--- src/rtl/fp_pkg.sv ---
// Shared types and constants for the FP add/sub back end: FSM states, field widths and the packed float layout.
package fp_pkg;

    localparam int FP_EXP_W  = 8;
    localparam int FP_FRAC_W = 23;
    localparam int FP_SIG_W  = FP_FRAC_W + 2;
    localparam int EXP_BIAS  = 127;
    localparam int EXP_MAX   = 255;

    typedef enum logic [2:0] {
        IDLE,
        RSHIFT,
        LSHIFT,
        ROUND,
        OUT
    } state_t;

    typedef struct packed {
        logic                 sign;
        logic [FP_EXP_W-1:0]  exp;
        logic [FP_FRAC_W-1:0] frac;
    } fp_float_t;

endpackage

--- src/rtl/fp_normalize_pack_if.sv ---
// Operand-in / result-out handshake bundle between the adder core and the normalize/pack stage.
interface fp_normalize_pack_if
    import fp_pkg::*;
#(
    parameter int EXP_W  = FP_EXP_W,
    parameter int FRAC_W = FP_FRAC_W
);
    logic                    in_valid;
    logic                    in_ready;
    logic                    in_sign;
    logic [EXP_W-1:0]        in_exp;
    logic [FRAC_W+1:0]       in_sig;
    logic [2:0]              in_grs;
    logic                    out_valid;
    logic                    out_ready;
    logic [EXP_W+FRAC_W:0]   out_result;
    logic                    out_overflow;
    logic                    out_underflow;
    logic                    out_inexact;
    logic                    out_zero;

    modport master (
        output in_valid, in_sign, in_exp, in_sig, in_grs, out_ready,
        input  in_ready, out_valid, out_result, out_overflow,
               out_underflow, out_inexact, out_zero
    );

    modport slave (
        input  in_valid, in_sign, in_exp, in_sig, in_grs, out_ready,
        output in_ready, out_valid, out_result, out_overflow,
               out_underflow, out_inexact, out_zero
    );
endinterface

--- src/rtl/fp_round_rne.sv ---
// Round-to-nearest-even increment of a significand; purely combinational.
// The top bit of sig is expected clear so a rounding carry lands in sig_rnd's MSB.
module fp_round_rne
    import fp_pkg::*;
#(
    parameter int SIG_W = FP_SIG_W
) (
    input  logic [SIG_W-1:0] sig,
    input  logic             g,
    input  logic             r,
    input  logic             s,
    output logic [SIG_W-1:0] sig_rnd,
    output logic             carry,
    output logic             inexact
);
    logic inc;

    // Ties (g set, r and s clear) round up only when the LSB is odd.
    assign inc     = g & (r | s | sig[0]);
    assign sig_rnd = sig + {{(SIG_W-1){1'b0}}, inc};
    assign carry   = sig_rnd[SIG_W-1];
    assign inexact = g | r | s;

endmodule

--- src/rtl/fp_normalize_pack.sv ---
// Normalize (1 bit/cycle), round RNE and pack a raw sum into IEEE single; latency 1 (zero) / 2 + shift cycles.
// One op in flight: in_ready only in IDLE; the result is held until out_ready.
module fp_normalize_pack
    import fp_pkg::*;
#(
    parameter int EXP_W  = FP_EXP_W,
    parameter int FRAC_W = FP_FRAC_W
) (
    input logic              clk,
    input logic              rst_n,
    fp_normalize_pack_if.slave bus
);
    localparam int SIG_W = FRAC_W + 2;
    localparam int XW    = EXP_W + 2;
    localparam int RES_W = 1 + EXP_W + FRAC_W;
    localparam int HID   = FRAC_W;
    localparam int CW    = $clog2(FRAC_W + 1);

    localparam logic signed [XW-1:0] EXP_TOP   = XW'((1 << EXP_W) - 1);
    localparam logic signed [XW-1:0] EXP_ONE   = XW'(1);
    localparam logic [CW-1:0]        SHIFT_MAX = CW'(FRAC_W);

    state_t                 state, state_nxt;
    logic                   sign_q, sign_nxt;
    logic signed [XW-1:0]   exp_q, exp_nxt;
    logic [SIG_W-1:0]       sig_q, sig_nxt;
    logic                   g_q, g_nxt;
    logic                   r_q, r_nxt;
    logic                   s_q, s_nxt;
    logic [CW-1:0]          cnt_q, cnt_nxt;
    logic [RES_W-1:0]       res_q, res_nxt;
    logic                   ovf_q, ovf_nxt;
    logic                   unf_q, unf_nxt;
    logic                   inx_q, inx_nxt;
    logic                   zero_q, zero_nxt;
    logic                   in_ready_q, in_ready_nxt;
    logic                   out_valid_q, out_valid_nxt;

    logic [SIG_W-1:0]       rnd_sig;
    logic                   rnd_carry;
    logic                   rnd_inexact;
    logic [SIG_W-2:0]       norm_sig;
    logic signed [XW-1:0]   norm_exp;
    logic signed [XW-1:0]   exp_inc;
    logic signed [XW-1:0]   exp_dec;
    logic [EXP_W-1:0]       pack_exp;
    logic [FRAC_W-1:0]      pack_frac;

    fp_round_rne #(.SIG_W(SIG_W)) u_round (
        .sig     (sig_q),
        .g       (g_q),
        .r       (r_q),
        .s       (s_q),
        .sig_rnd (rnd_sig),
        .carry   (rnd_carry),
        .inexact (rnd_inexact)
    );

    assign exp_inc   = exp_q + EXP_ONE;
    assign exp_dec   = exp_q - EXP_ONE;
    assign norm_sig  = rnd_carry ? rnd_sig[SIG_W-1:1] : rnd_sig[SIG_W-2:0];
    assign norm_exp  = rnd_carry ? exp_inc : exp_q;
    // A denormal that rounds up into the hidden bit picks up exp field 1 here.
    assign pack_exp  = norm_sig[HID] ? norm_exp[EXP_W-1:0] : '0;
    assign pack_frac = norm_sig[FRAC_W-1:0];

    always_comb begin
        state_nxt = state;
        sign_nxt  = sign_q;
        exp_nxt   = exp_q;
        sig_nxt   = sig_q;
        g_nxt     = g_q;
        r_nxt     = r_q;
        s_nxt     = s_q;
        cnt_nxt   = cnt_q;
        res_nxt   = res_q;
        ovf_nxt   = ovf_q;
        unf_nxt   = unf_q;
        inx_nxt   = inx_q;
        zero_nxt  = zero_q;

        case (state)
            IDLE: begin
                if (bus.in_valid && in_ready_q) begin
                    sign_nxt              = bus.in_sign;
                    exp_nxt               = $signed({2'b00, bus.in_exp});
                    sig_nxt               = bus.in_sig;
                    {g_nxt, r_nxt, s_nxt} = bus.in_grs;
                    cnt_nxt               = '0;
                    if (bus.in_sig == '0 && bus.in_grs == 3'b000) begin
                        state_nxt = OUT;
                        res_nxt   = {bus.in_sign, {(EXP_W+FRAC_W){1'b0}}};
                        ovf_nxt   = 1'b0;
                        unf_nxt   = 1'b0;
                        inx_nxt   = 1'b0;
                        zero_nxt  = 1'b1;
                    end else if (bus.in_sig[SIG_W-1]) begin
                        state_nxt = RSHIFT;
                    end else if (!bus.in_sig[HID]) begin
                        state_nxt = LSHIFT;
                    end else begin
                        state_nxt = ROUND;
                    end
                end
            end

            RSHIFT: begin
                sig_nxt = sig_q >> 1;
                g_nxt   = sig_q[0];
                r_nxt   = g_q;
                s_nxt   = s_q | r_q;
                exp_nxt = exp_inc;
                if (exp_inc >= EXP_TOP) begin
                    state_nxt = OUT;
                    res_nxt   = {sign_q, {EXP_W{1'b1}}, {FRAC_W{1'b0}}};
                    ovf_nxt   = 1'b1;
                    unf_nxt   = 1'b0;
                    inx_nxt   = 1'b1;
                    zero_nxt  = 1'b0;
                end else begin
                    state_nxt = ROUND;
                end
            end

            LSHIFT: begin
                // Already at the minimum exponent: leave it denormal rather than shift.
                if (exp_q == EXP_ONE || cnt_q == SHIFT_MAX) begin
                    state_nxt = ROUND;
                end else begin
                    sig_nxt = {sig_q[SIG_W-2:0], g_q};
                    g_nxt   = r_q;
                    r_nxt   = 1'b0;
                    exp_nxt = exp_dec;
                    cnt_nxt = cnt_q + CW'(1);
                    if (sig_q[HID-1] || exp_dec == EXP_ONE || cnt_q + CW'(1) == SHIFT_MAX) begin
                        state_nxt = ROUND;
                    end
                end
            end

            ROUND: begin
                state_nxt = OUT;
                if (norm_exp >= EXP_TOP) begin
                    res_nxt  = {sign_q, {EXP_W{1'b1}}, {FRAC_W{1'b0}}};
                    ovf_nxt  = 1'b1;
                    unf_nxt  = 1'b0;
                    inx_nxt  = 1'b1;
                    zero_nxt = 1'b0;
                end else begin
                    res_nxt  = {sign_q, pack_exp, pack_frac};
                    ovf_nxt  = 1'b0;
                    unf_nxt  = (pack_exp == '0) && rnd_inexact && (pack_frac != '0);
                    inx_nxt  = rnd_inexact;
                    zero_nxt = (pack_exp == '0) && (pack_frac == '0);
                end
            end

            OUT: begin
                if (bus.out_ready) begin
                    state_nxt = IDLE;
                end
            end

            default: state_nxt = IDLE;
        endcase

        in_ready_nxt  = (state_nxt == IDLE);
        out_valid_nxt = (state_nxt == OUT);
    end

    always_ff @(posedge clk) begin
        if (!rst_n) begin
            state       <= IDLE;
            sign_q      <= 1'b0;
            exp_q       <= '0;
            sig_q       <= '0;
            g_q         <= 1'b0;
            r_q         <= 1'b0;
            s_q         <= 1'b0;
            cnt_q       <= '0;
            res_q       <= '0;
            ovf_q       <= 1'b0;
            unf_q       <= 1'b0;
            inx_q       <= 1'b0;
            zero_q      <= 1'b0;
            in_ready_q  <= 1'b0;
            out_valid_q <= 1'b0;
        end else begin
            state       <= state_nxt;
            sign_q      <= sign_nxt;
            exp_q       <= exp_nxt;
            sig_q       <= sig_nxt;
            g_q         <= g_nxt;
            r_q         <= r_nxt;
            s_q         <= s_nxt;
            cnt_q       <= cnt_nxt;
            res_q       <= res_nxt;
            ovf_q       <= ovf_nxt;
            unf_q       <= unf_nxt;
            inx_q       <= inx_nxt;
            zero_q      <= zero_nxt;
            in_ready_q  <= in_ready_nxt;
            out_valid_q <= out_valid_nxt;
        end
    end

    assign bus.in_ready      = in_ready_q;
    assign bus.out_valid     = out_valid_q;
    assign bus.out_result    = res_q;
    assign bus.out_overflow  = ovf_q;
    assign bus.out_underflow = unf_q;
    assign bus.out_inexact   = inx_q;
    assign bus.out_zero      = zero_q;

endmodule

--- src/flat_wrapper.sv ---
// flat-port wrapper written by rule: the top's interface ports become plain ports
module fp_normalize_pack_flat import fp_pkg::*;
#(
    parameter int EXP_W  = FP_EXP_W,
    parameter int FRAC_W = FP_FRAC_W
)
  (clk, rst_n, bus_in_valid, bus_in_sign, bus_in_exp, bus_in_sig, bus_in_grs, bus_out_ready, bus_in_ready, bus_out_valid, bus_out_result, bus_out_overflow, bus_out_underflow, bus_out_inexact, bus_out_zero);
  fp_normalize_pack_if #(.EXP_W(EXP_W), .FRAC_W(FRAC_W)) bus_i ();
  input logic clk;
  input logic rst_n;
  input wire logic [$bits(bus_i.in_valid)-1:0] bus_in_valid;
  input wire logic [$bits(bus_i.in_sign)-1:0] bus_in_sign;
  input wire logic [$bits(bus_i.in_exp)-1:0] bus_in_exp;
  input wire logic [$bits(bus_i.in_sig)-1:0] bus_in_sig;
  input wire logic [$bits(bus_i.in_grs)-1:0] bus_in_grs;
  input wire logic [$bits(bus_i.out_ready)-1:0] bus_out_ready;
  output wire logic [$bits(bus_i.in_ready)-1:0] bus_in_ready;
  output wire logic [$bits(bus_i.out_valid)-1:0] bus_out_valid;
  output wire logic [$bits(bus_i.out_result)-1:0] bus_out_result;
  output wire logic [$bits(bus_i.out_overflow)-1:0] bus_out_overflow;
  output wire logic [$bits(bus_i.out_underflow)-1:0] bus_out_underflow;
  output wire logic [$bits(bus_i.out_inexact)-1:0] bus_out_inexact;
  output wire logic [$bits(bus_i.out_zero)-1:0] bus_out_zero;
  assign bus_i.in_valid = bus_in_valid;
  assign bus_i.in_sign = bus_in_sign;
  assign bus_i.in_exp = bus_in_exp;
  assign bus_i.in_sig = bus_in_sig;
  assign bus_i.in_grs = bus_in_grs;
  assign bus_i.out_ready = bus_out_ready;
  assign bus_in_ready = bus_i.in_ready;
  assign bus_out_valid = bus_i.out_valid;
  assign bus_out_result = bus_i.out_result;
  assign bus_out_overflow = bus_i.out_overflow;
  assign bus_out_underflow = bus_i.out_underflow;
  assign bus_out_inexact = bus_i.out_inexact;
  assign bus_out_zero = bus_i.out_zero;
  fp_normalize_pack #(.EXP_W(EXP_W), .FRAC_W(FRAC_W)) u_core (.clk(clk), .rst_n(rst_n), .bus(bus_i));
endmodule
--- config.mk ---
export PLATFORM = sky130hd
export DESIGN_NAME = fp_normalize_pack_flat
export DESIGN_NICKNAME = d
export VERILOG_FILES = /design/src/rtl/fp_pkg.sv /design/src/rtl/fp_normalize_pack_if.sv /design/src/rtl/fp_round_rne.sv /design/src/rtl/fp_normalize_pack.sv /design/src/flat_wrapper.sv
export SDC_FILE = /design/constraint.sdc
export NUM_CORES = 1
export LEC_CHECK = 0
export BUFFER_PORTS_ARGS = -buffer_cell sky130_fd_sc_hd__buf_2
export CORE_UTILIZATION = 55
export CTS_CLUSTER_SIZE = 14
export DETAILED_ROUTE_END_ITERATION = 6
export HOLD_SLACK_MARGIN = 0.1
export PLACE_DENSITY = 0.77
export SLEW_MARGIN = 25
export SYNTH_ARGS = -nofsm -noshare
export SYNTH_HDL_FRONTEND = slang
export SYNTH_SLANG_ARGS = --single-unit
--- constraint.sdc ---
create_clock -name clk -period 3.4 [get_ports clk]
set_input_delay 0.68 -clock clk [delete_from_list [all_inputs] [get_ports clk]]
set_output_delay 0.68 -clock clk [all_outputs]
set_load 0.05 [all_outputs]
# Word level (Yosys, flattened, before mapping)
# Index checks and enable logic that the tools add are counted.
[classes]
n_addsub = 4
magnitude_cmp = 2
eq_ne = 13
muxes = 48
bitwise_logic = 5
reduce_logical = 24
[ops]
columns = ["operator", "n"]
rows = [
  ["32-bit two-way mux", 3],
  ["32-bit case mux with 3 select lines", 1],
  ["25-bit case mux with 3 select lines", 1],
  ["25-bit two-way mux", 2],
  ["31-bit two-way mux", 1],
  ["10-bit two-way mux", 3],
  ["10-bit case mux with 3 select lines", 1],
  ["25-bit by 1-bit adder with 25-bit output", 1],
  ["25-bit zero test", 1],
  ["24-bit two-way mux", 1],
  ["23-bit zero test", 1],
  ["23-bit nonzero test", 1],
  ["3-bit two-way mux", 7],
  ["10-bit by 2-bit == test with 1-bit output, second input constant", 2],
  ["10-bit by 9-bit greater-or-equal comparator with 1-bit output, second input constant", 2],
  ["1-bit case mux with 3 select lines", 6],
  ["1-bit two-way mux", 16],
  ["3-bit case mux with 5 select lines", 1],
  ["10-bit by 2-bit adder with 10-bit output, second input constant", 1],
  ["5-bit == test, second input constant", 2],
  ["5-bit two-way mux", 2],
  ["5-bit case mux with 2 select lines", 1],
  ["10-bit by 2-bit subtractor with 10-bit output, second input constant", 1],
  ["3-bit zero test", 3],
  ["other kinds (18)", 35],
]
[word_totals]
ff_bits = 85
wordCells = 111

# Logic depth before layout (Yosys ltp)
# Gate-level depths: netlist of run 1.
[logic_depth]
depth_word = 11
mapped_depth = 13
mapped_depth_nobuf = 10

# Cells and area by module
# From an unflattened synthesis of run 1, not the netlist that was laid out.
[unflattened]
hier_cells = 805
area_unflattened_um2 = 6197.2
[modules_own_cells]
columns = ["mod", "instances", "cells_per_inst", "area_each_um2", "seq_area_each_um2"]
rows = [
  ["fp_normalize_pack", 1, 728, 5646.7, 1701.6],
  ["fp_round_rne", 1, 77, 550.5, 0.0],
]

# Least setup slack after synthesis of run 1
# No wires, ideal clock.
[synth_timing]
path_kind = "register -> register"
startpoint = "reg u_core.g_q"
endpoint = "reg u_core.res_q[24] (netlist: u_core.bus.out_result[24])"
setup_time_ps = 69
t_arrival_ps = 2512
t_required_ps = 3331
setup_slack_ps = 819
stages_incl_launch_ff = 13
synth_period_minus_slack_ps = 2581
cell_sequence = "dfxtp_1 > buf_2 > and2_1 > ha_1 > and2_1 > buf_4 > nand4_2 > o21a_4 > o41ai_4 > a31oi_2 > or4_4 > buf_6 > o21ai_1"
[synth_via]
elab_chain_len = 6
elab_cells_between_ends = 8
cone_classes = "add/sub (1); order compare (1); mux (5); bitwise (1)"
[synth_rtl]
columns = ["element", "line", "source"]
rows = [
  ["from (decl)", "fp_normalize_pack.sv:27", "logic g_q, g_nxt;"],
  ["from (signal assigned)", "fp_normalize_pack.sv:193", "g_q <= g_nxt;"],
  ["1-bit bitwise AND *", "fp_round_rne.sv:19", "assign inc = g & (r | s | sig[0]);"],
  ["25-bit by 1-bit adder with 25-bit output *", "fp_round_rne.sv:20", "assign sig_rnd = sig + {{(SIG_W-1){1'b0}}, inc};"],
  ["10-bit two-way mux or 24-bit two-way mux (tied branches)", "fp_normalize_pack.sv:62, fp_normalize_pack.sv:61", ""],
  ["10-bit by 9-bit greater-or-equal comparator with 1-bit output or 8-bit two-way mux (tied branches)", "fp_normalize_pack.sv:143, fp_normalize_pack.sv:64", ""],
  ["31-bit two-way mux *", "fp_normalize_pack.sv:143", "if (norm_exp >= EXP_TOP) begin"],
  ["32-bit case mux with 3 select lines *", "fp_normalize_pack.sv:82", "case (state)"],
  ["to (signal assigned)", "fp_normalize_pack.sv:197", "res_q <= res_nxt;"],
  ["to (decl)", "fp_normalize_pack.sv:31", "logic [RES_W-1:0] res_q, res_nxt;"],
]
# Mark *: on every way between the ends. The rest lies on a longest branch, timed or not.
# A chain may end at the register's enable or synchronous reset.

# Final worst setup path of run 1
[layout_timing]
startpoint = "reg u_core.g_q"
endpoint = "reg u_core.res_q[9] (netlist: u_core.bus.out_result[9])"
[layout_via]
elab_chain_len = 6
elab_cells_between_ends = 7
cone_classes = "add/sub (1); order compare (1); mux (4); bitwise (1)"
[layout_rtl]
columns = ["element", "line", "source"]
rows = [
  ["1-bit bitwise AND *", "fp_round_rne.sv:19", ""],
  ["25-bit by 1-bit adder with 25-bit output *", "fp_round_rne.sv:20", ""],
  ["10-bit two-way mux", "fp_normalize_pack.sv:62", "assign norm_exp = rnd_carry ? exp_inc : exp_q;"],
  ["10-bit by 9-bit greater-or-equal comparator with 1-bit output", "fp_normalize_pack.sv:143", ""],
  ["31-bit two-way mux *", "fp_normalize_pack.sv:143", ""],
  ["32-bit case mux with 3 select lines *", "fp_normalize_pack.sv:82", ""],
]
# Marks and branches as above.

==> flow_metrics.env, run 1 <==
export IMPL_status="finished clean"
export IMPL_port_buffers=78
export IMPL_worst_setup_path_end_kind="flop"
export IMPL_drv_slew=0
export IMPL_min_period_ns=3.09
export IMPL_critPathMaxStageDelay_ns=0.47
export IMPL_final_common_cell="nor2_1"
export IMPL_synth_yosys_seq_area_share_pct=29.6
export IMPL_antenna_cells=0
export IMPL_async_reset_ff_share_pct=0
export IMPL_die_h_microns=104
export IMPL_grt_usage_pct=34.1
export IMPL_path_clk_slew_ns=0.09
export IMPL_fmax_mhz=324
export IMPL_clock_sinks=85
export IMPL_tightest_slew_ns=0.963
export IMPL_path_class="reg -> reg"
export IMPL_cp_arrival_ns=3.34
export IMPL_syn_inst=768
export IMPL_coreArea_sq_mm=0.00995
export IMPL_cts_tree="built"
export IMPL_dp_cells=935
export IMPL_leakage_nw=2.46
export IMPL_area_growth_pct=11.7
export IMPL_num_io_pins=79
export IMPL_fin_crit_sh_pct=90.9
export IMPL_htreeDepth=3
export IMPL_die_area_sq_mm=0.0109
export IMPL_tns_ns=0
export IMPL_grt_ovfl_total=0
export IMPL_synth_distinct_cells=69
export IMPL_critPathSlowestCell="dfxtp_1"
export IMPL_drive_gt1_share_pct=17.6
export IMPL_synth_ff_type="dfxtp_1"
export IMPL_totalWireLength_microns=18000
export IMPL_final_setup_viol_count=0
export IMPL_path_delay_family="simple AND/OR/NAND/NOR gates"
export IMPL_nets=861
export IMPL_synth_area_sq_mm=0.00575
export IMPL_drtAntennaViolNets=0
export IMPL_fill_cells=894
export IMPL_crit_top_cell="and2_1"
export IMPL_antenna_found_initial=0
export IMPL_ctsResizeCount=0
export IMPL_p_per_area_mw_per_mm2=801
export IMPL_synth_nets=816
export IMPL_grt_max_degree=75
export IMPL_clk_latency_ns=0.38
export IMPL_final_cell_mix="99 x nor2_1, 95 x nand2_1, 85 x dfxtp_1, 78 x buf_2, 40 x a22oi_1"
export IMPL_synth_edff_count=0
export IMPL_rsz0062_at_grt="false"
export IMPL_ys_warn_count=0
export IMPL_rows=36
export IMPL_routedWlPerCell_microns=18.9
export IMPL_skew_ns=0.0152
export IMPL_crit_buf_inv=1
export IMPL_avgSynthCellArea_sq_um=7.48
export IMPL_cts_buffers=9
export IMPL_post_cts_buffers=0
export IMPL_synthDominantCellAreaShare_pct=29.6
export IMPL_clockBufferDepth=2
export IMPL_cp_max_fo=27
export IMPL_hold_viol=0
export IMPL_first_iter_violations=610
export IMPL_hp_class="reg -> reg"
export IMPL_root_buffer="clkbuf_8"
export IMPL_num_vias=6175
export IMPL_cap_violations=0
export IMPL_slew_limit_headroom_pct=35.0
export IMPL_finalPower_mw=5.14
export IMPL_crit_chain="and2_1 -> ha_1 -> and2_1 -> nand4_2 -> or3_4 -> nand2_2 -> buf_4 -> o32ai_1 -> a221oi_1 -> o21ai_0"
export IMPL_first_pass_iters=5
export IMPL_synth_area_leaders="dfxtp_1 30%, nor2_1 6.7%, nand2_1 6.2%, a22oi_1 5.2%, a311oi_1 4.4%"
export IMPL_place_congestion=1.00
export IMPL_grt_pass1_vias=5669
export IMPL_grt_pass1_wl_microns=29500
export IMPL_fin_cells=951
export IMPL_startpoint_type="flop"
export IMPL_synth_largest_area_cell="dfxtp_1"
export IMPL_max_vdd_ir_drop_uv=1120
export IMPL_final_util_pct=64.5
export IMPL_via_per_inst=6.49
export IMPL_required_ns=3.65
export IMPL_holdBufCountCts=0
export IMPL_start_util_pct=57.7
export IMPL_chipWidth_microns=104
export IMPL_yosys_register_bits=85
export IMPL_place_hpwl_microns=12900
export IMPL_route_detailed_drc=0
## layout make-up
cell class | count | area (sq um) | area share (%)
inverters | 7 | 26.3 | 0.409
clock buffers | 11 | 131 | 2.05
repair buffers | 106 | 613 | 9.55
multi-input cells | 604 | 3710 | 57.7
well taps | 133 | 166 | 2.59
clock inverters | 5 | 75.1 | 1.17
flip-flops and latches | 85 | 1700 | 26.5
## Yosys cell counts, types with 5 or more instances
cell type  instances
nor2_1           103
and3_1             7
o21ai_1            8
a31oi_1           15
buf_2             18
nor3_1            26
clkbuf_1          43
nor4_1            13
nand3_1           25
dfxtp_1           85
a311oi_1          29
nand2_1           95
xnor2_1           26
a22oi_1           40
a32oi_1           12
and2_1            11
and4_1            10
nand4_1           14
ha_1               7
o21ai_0           21
buf_4              9
o22ai_1            6
a211oi_1           7
inv_1              6
a21oi_1           34
nor2b_1            5
xor2_1            20
## power by group
| part | internal [mW] | switching, mW | total [mW] |
|---|---|---|---|
| Combinational | 1.01 | 1.80 | 2.81 |
| Clock | 0.411 | 0.373 | 0.784 |
| Sequential | 1.19 | 0.356 | 1.55 |
## tightest hold or removal path: cells and delay by family, from the launching register on
family           cells  cell delay (ns)
flip-flops           1             0.32
AND/OR/NAND/NOR      1             0.05
AO/OA/AOI/OAI        1             0.05
## logic make-up after synthesis
kind of cell	synth area share, %
XOR/XNOR	7.01
AND/OR/NAND/NOR	28.0
buffers and inverters	6.27
flip-flops	29.6
AO/OA/AOI/OAI	27.1
multiplexers	0.523
adder cells (fa/ha/maj)	1.52
## registers in the layout (all words and copies together) (netlist names), 3 cells and up
signal and count:
u_core.sig_q 25, u_core.state 3, u_core.cnt_q 5, u_core.exp_q 10
u_core.bus.out_result 32
## metrics by stage
step	area, sq um	hold slack, ns	worst slack (ns)
2_1_floorplan	5750	0.437	0.819
3_3_place_gp	6210	0.437	0.439
3_5_place_dp	6210	0.446	0.367
4_1_cts	6420	0.457	0.338
5_1_grt	6420	0.469	0.0979
6_report	6420	0.460	0.309
## worst paths after layout
kind                                   from                        end  slack (ns)  cells past startpoint
setup / recovery                 u_core.g_q   u_core.bus.out_result[9]        0.31                     10
hold / removal    u_core.bus.out_result[22]  u_core.bus.out_result[22]        0.46                      2
setup reg to reg                 u_core.g_q   u_core.bus.out_result[9]        0.31                     10
hold reg to reg   u_core.bus.out_result[22]  u_core.bus.out_result[22]        0.46                      2
## routing by layer
metal | part of all wire [%] | track usage (%) | up-vias
li1 | - | - | 2936
met1 | 42 | 46.4 | 2899
met2 | 46 | 53.7 | 306
met3 | 9.8 | 6.45 | 34
met4 | 2.1 | 11.9 | 0
met5 | 0 | 0 | -
Note: power is estimated with default switching activity, not from simulation.
==> run 2, diff against run 1 <==
--- a/config.mk
+++ b/config.mk
@@ -6,6 +6,7 @@
 export NUM_CORES = 1
 export LEC_CHECK = 0
 export BUFFER_PORTS_ARGS = -buffer_cell sky130_fd_sc_hd__buf_2
+export CAP_MARGIN = 10
 export CORE_UTILIZATION = 55
 export CTS_CLUSTER_SIZE = 14
 export DETAILED_ROUTE_END_ITERATION = 6
==> constraint.sdc (replaced) <==
create_clock -name clk -period 3.4 [get_ports clk]
set_input_delay 0.17 -clock clk [delete_from_list [all_inputs] [get_ports clk]]
set_output_delay 0.17 -clock clk [all_outputs]
set_load 0.05 [all_outputs]
==> flow_metrics.env, run 2 (synthesis gave the netlist of run 1 again) <==
export IMPL_drive_gt1_share_pct=17.7
export IMPL_clock_sinks=85
export IMPL_dp_cells=939
export IMPL_dr_wl_met3_microns=1720
export IMPL_fin_cells=981
export IMPL_worst_setup_path_end_kind="flop"
export IMPL_path_clk_slew_ns=0.09
export IMPL_worst_r2r_cell_count=8
export IMPL_grt_ovfl_total=0
export IMPL_top_layer="met4"
export IMPL_path_class="reg -> reg"
export IMPL_route_detailed_drc=0
export IMPL_seq_area_sq_mm=0.00170
export IMPL_tns_ns=0
export IMPL_coreArea_sq_mm=0.00995
export IMPL_min_period_ns=3.25
export IMPL_num_io_pins=79
export IMPL_place_hpwl_microns=12800
export IMPL_status="finished clean"
export IMPL_root_buffer="clkbuf_8"
export IMPL_antenna_cells=0
export IMPL_grt_pass1_vias=5820
export IMPL_max_vdd_ir_drop_uv=587
export IMPL_chipWidth_microns=104
export IMPL_first_pass_iters=5
export IMPL_hp_class="in -> reg"
export IMPL_num_vias=6334
export IMPL_cp_max_fo=12
export IMPL_totalWireLength_microns=18400
export IMPL_final_common_cell="nor2_1"
export IMPL_fin_crit_sh_pct=95.5
export IMPL_clockBufferDepth=2
export IMPL_cts_tree="built"
export IMPL_area_growth_pct=16.7
export IMPL_cp_arrival_ns=3.57
export IMPL_drtAntennaViolNets=0
export IMPL_grt_max_degree=75
export IMPL_port_buffers=78
export IMPL_nets=891
export IMPL_rows=36
export IMPL_dp_slack_ns=0.193
export IMPL_slew_limit_headroom_pct=35.9
export IMPL_multi_input_area_sq_mm=0.00371
export IMPL_antenna_found_initial=0
export IMPL_cts_buffers=9
export IMPL_placed_area_sq_mm=0.00624
export IMPL_fin_ws_ns=0.151
export IMPL_rsz0062_at_grt="false"
export IMPL_clk_latency_ns=0.40
export IMPL_fin_area_sq_mm=0.00671
export IMPL_htreeDepth=3
export IMPL_finalPower_mw=5.17
export IMPL_first_iter_violations=624
export IMPL_grt_usage_pct=34.9
export IMPL_skew_ns=0.0105
export IMPL_startpoint_type="flop"
export IMPL_final_util_pct=67.4
export IMPL_hold_depth=3
export IMPL_tightest_slew_ns=0.949
export IMPL_fmax_mhz=308
export IMPL_final_cell_mix="99 x nor2_1, 95 x nand2_1, 85 x dfxtp_1, 78 x buf_2, 40 x a22oi_1"
export IMPL_grt_pass1_wl_microns=29900
export IMPL_leakage_nw=2.58
export IMPL_wl_met1_microns=8000
export IMPL_finalHoldWorstSlack_ns=0.119
export IMPL_drv_slew=0
export IMPL_largest_register_ffs=32
export IMPL_place_congestion=0.964
export IMPL_p_per_area_mw_per_mm2=771
export IMPL_final_setup_viol_count=0
export IMPL_die_area_sq_mm=0.0109
export IMPL_start_util_pct=57.7
export IMPL_via_per_inst=6.46
export IMPL_fill_cells=873
export IMPL_required_ns=3.72
export IMPL_wl_met2_microns=8260
export IMPL_hold_viol=0
export IMPL_routedWlPerCell_microns=18.8
export IMPL_die_h_microns=104
export IMPL_cap_violations=0
## run 2: changes by cell type in the layout (fill, tap and decap cells not counted), sizes merged
cell,delta
buf,+4
bufinv,-1
clkinvlp,+2
clkbuf,-2
dlygate4sd3,+26
inv,+2
clkinv,-1
## run 2: worst paths after layout
| kind | startpoint | to | slack (ns) |
|---|---|---|---|
| max | u_core.exp_q[0] | u_core.bus.out_result[30] | 0.15 |
| min | bus_in_sig[8] | u_core.sig_q[8] | 0.12 |
| max reg2reg | u_core.exp_q[0] | u_core.bus.out_result[30] | 0.15 |
| min reg2reg | u_core.bus.out_result[0] | u_core.bus.out_result[0] | 0.46 |
## run 2: layout make-up
cell class                 instances  share of cell area, %
inverter                           7                  0.392
clock inverter                     7                   1.08
clock buffer                       9                   1.85
sequential                        85                   25.4
timing repair buffer             136                   13.5
multi-input combinational        604                   55.4
tap                              133                   2.48
## run 2: metal layers
metal | up-vias | global-route usage [%]
li1 | 2991 | -
met1 | 2944 | 47.4
met2 | 354 | 53.2
met3 | 45 | 8.40
met4 | 0 | 13.5
met5 | - | 0
## run 2: critical path, stage by stage, from the launching register on
cell and delay (ns):
dfxtp_1 0.56, nand4_1 0.35, or4_1 0.66, xor2_1 0.26
o221a_2 0.30, o22ai_4 0.16, buf_4 0.26, or4_4 0.49
o21ai_1 0.13
## run 2: power breakdown
part,switching (mW),internal [mW]
clock,0.410,0.342
sequential,0.307,1.19
combinational,1.87,1.05
## run 2: repair_timing
action	4_1_cts	5_1_grt
buffers inserted	0	0
hold buffers	26	0
resized for setup	0	1
setup endpoints to repair	0	9
hold endpoints to repair	27	0
==> run 3, diff against run 2 <==
--- a/config.mk
+++ b/config.mk
@@ -7,11 +7,12 @@
 export LEC_CHECK = 0
 export BUFFER_PORTS_ARGS = -buffer_cell sky130_fd_sc_hd__buf_2
 export CAP_MARGIN = 10
-export CORE_UTILIZATION = 55
+export CORE_UTILIZATION = 45
 export CTS_CLUSTER_SIZE = 14
 export DETAILED_ROUTE_END_ITERATION = 6
+export GPL_ROUTABILITY_DRIVEN = 0
 export HOLD_SLACK_MARGIN = 0.1
-export PLACE_DENSITY = 0.77
+export PLACE_DENSITY = 0.74
 export SLEW_MARGIN = 25
 export SYNTH_ARGS = -nofsm -noshare
 export SYNTH_HDL_FRONTEND = slang
==> flow_metrics.env, run 3 (synthesis gave the netlist of run 1 again) <==
export IMPL_multi_input_area_sq_mm=0.00371
export IMPL_fmax_mhz=346
export IMPL_num_io_pins=79
export IMPL_critPathCapture="u_core.bus.out_zero"
export IMPL_fin_area_sq_mm=0.00671
export IMPL_p_sw_share_pct=47.3
export IMPL_reg2reg_from="u_core.exp_q[0]"
export IMPL_grt_max_degree=56
export IMPL_skew_ns=0.00790
export IMPL_first_iter_violations=702
export IMPL_slew_limit_headroom_pct=40.6
export IMPL_critPathMaxStageDelay_ns=0.56
export IMPL_grt_pass1_vias=5215
export IMPL_port_buffers=78
export IMPL_rows=40
export IMPL_placed_area_sq_mm=0.00623
export IMPL_crit_chain="ha_1 -> nand3_1 -> nor3_1 -> xnor2_1 -> o21ai_0 -> a31oi_2 -> nand3_1 -> or3_1 -> o22ai_1"
export IMPL_worst_r2r_cell_count=9
export IMPL_worst_setup_path_end_kind="flop"
export IMPL_hp_class="in -> reg"
export IMPL_status="finished clean"
export IMPL_cap_violations=0
export IMPL_num_vias=6023
export IMPL_die_area_sq_mm=0.0132
export IMPL_antenna_cells=0
export IMPL_critPathSlowestCell="dfxtp_1"
export IMPL_required_ns=3.68
export IMPL_combPwrFrac_pct=51.4
export IMPL_first_pass_iters=5
export IMPL_post_cts_buffers=0
export IMPL_path_clk_slew_ns=0.06
export IMPL_route_detailed_drc=0
export IMPL_fin_ws_ns=0.506
export IMPL_reg2reg_to="u_core.bus.out_zero"
export IMPL_chipWidth_microns=115
export IMPL_internal_power_mw=2.80
export IMPL_dp_slack_ns=0.560
export IMPL_via_per_inst=6.04
export IMPL_grt_pass1_wl_microns=26800
export IMPL_startpoint_type="flop"
export IMPL_antenna_found_initial=0
export IMPL_clk_latency_ns=0.36
export IMPL_min_period_ns=2.89
export IMPL_die_h_microns=115
export IMPL_area_growth_pct=16.8
export IMPL_cp_arrival_ns=3.17
export IMPL_clock_sinks=85
export IMPL_place_hpwl_microns=11800
export IMPL_cp_max_fo=10
export IMPL_p_per_area_mw_per_mm2=792
export IMPL_crit_top_cell="nand3_1"
export IMPL_tightest_slew_ns=0.883
export IMPL_critPathLaunch="u_core.exp_q[0]"
export IMPL_drtAntennaViolNets=0
export IMPL_p_clk_share_pct=19.3
export IMPL_start_util_pct=47.1
export IMPL_hold_viol=0
export IMPL_fill_cells=1230
export IMPL_final_setup_viol_count=0
export IMPL_tns_ns=0
export IMPL_coreArea_sq_mm=0.0122
export IMPL_path_class="reg -> reg"
export IMPL_seq_area_sq_mm=0.00170
export IMPL_p_seq_share_pct=29.3
export IMPL_totalWireLength_microns=16600
export IMPL_leakage_nw=2.55
export IMPL_cts_tree="built"
export IMPL_max_vdd_ir_drop_uv=390
export IMPL_rrSetupSlack_ns=0.51
export IMPL_final_common_cell="nor2_1"
export IMPL_nets=873
export IMPL_grt_ovfl_total=0
export IMPL_clockBufferDepth=2
export IMPL_rsz0062_at_grt="false"
export IMPL_p_switching_mw=2.52
export IMPL_root_buffer="clkbuf_16"
export IMPL_largest_register_ffs=32
export IMPL_cts_buffers=9
export IMPL_drive_gt1_share_pct=17.0
export IMPL_grt_usage_pct=25.7
export IMPL_htreeDepth=3
export IMPL_fin_crit_sh_pct=85.1
export IMPL_final_cell_mix="99 x nor2_1, 95 x nand2_1, 85 x dfxtp_1, 78 x buf_2, 40 x a22oi_1"
export IMPL_drv_slew=0
export IMPL_routedWlPerCell_microns=16.6
run 3: critical path, delay by kind of cell, from the launching register on:
family                   cells  cell delay (ns)
adder cells (fa/ha/maj)      1             0.42
AO/OA/AOI/OAI                3             0.53
XOR/XNOR                     1             0.17
flip-flops                   1             0.56
AND/OR/NAND/NOR              4             1.16
run 3: area by class of cell:
cell class                 count  area share, %
timing repair buffer         118           11.3
sequential                    85           25.4
multi-input combinational    604           55.2
tap                          168           3.13
clock inverter                 6           1.04
inverter                       7          0.391
clock buffer                  10           3.56
run 3: power by group through the flow:
stage / clock, mW / sequential [mW] / combinational (mW)
global route: 1.08 / 1.59 / 3.00
CTS: 1.04 / 1.54 / 2.68
floorplan: 0 / 1.44 / 2.14
global placement: 0 / 1.56 / 2.63
detailed placement: 0 / 1.56 / 2.65
finish: 1.02 / 1.56 / 2.73
run 3: routing by layer:
layer | track usage, % | routed length, microns | vias to the layer above
li1 | - | - | 2946
met1 | 38.6 | 8010 | 2781
met2 | 37.3 | 6970 | 274
met3 | 3.58 | 1360 | 22
met4 | 8.92 | 235 | 0
met5 | 0 | 0 | -
run 3: worst min path at each step:
stage / slack (ns) / end / depth (start not counted) / from
after floorplan: 0.31 / u_core.sign_q / 2 / bus_in_sign
after global placement: 0.44 / u_core.bus.out_result[22] / 2 / u_core.bus.out_result[22]
after detailed placement: 0.45 / u_core.bus.out_overflow / 2 / u_core.bus.out_overflow
after CTS: 0.10 / u_core.sig_q[12] / 3 / bus_in_sig[12]
after global routing: 0.13 / u_core.sig_q[6] / 3 / bus_in_sig[6]
final: 0.12 / u_core.sig_q[10] / 3 / bus_in_sig[10]
run 3: per-stage QoR:
step                      util (%)  hold slack, ns  cells  power (mW)
final                         55.0           0.115    998        5.31
after global routing          55.0           0.128    998        5.66
after CTS                     55.0           0.103    998        5.26
after detailed placement      51.0           0.446    965        4.21
after global placement        51.0           0.438    965        4.18
after floorplan                  -           0.306    768        3.58
run 3: repair_timing:
item	CTS	global route
endpoints found under the hold margin	17	0
endpoints found under the setup margin	0	0
resized for setup	0	0
hold buffers	17	0
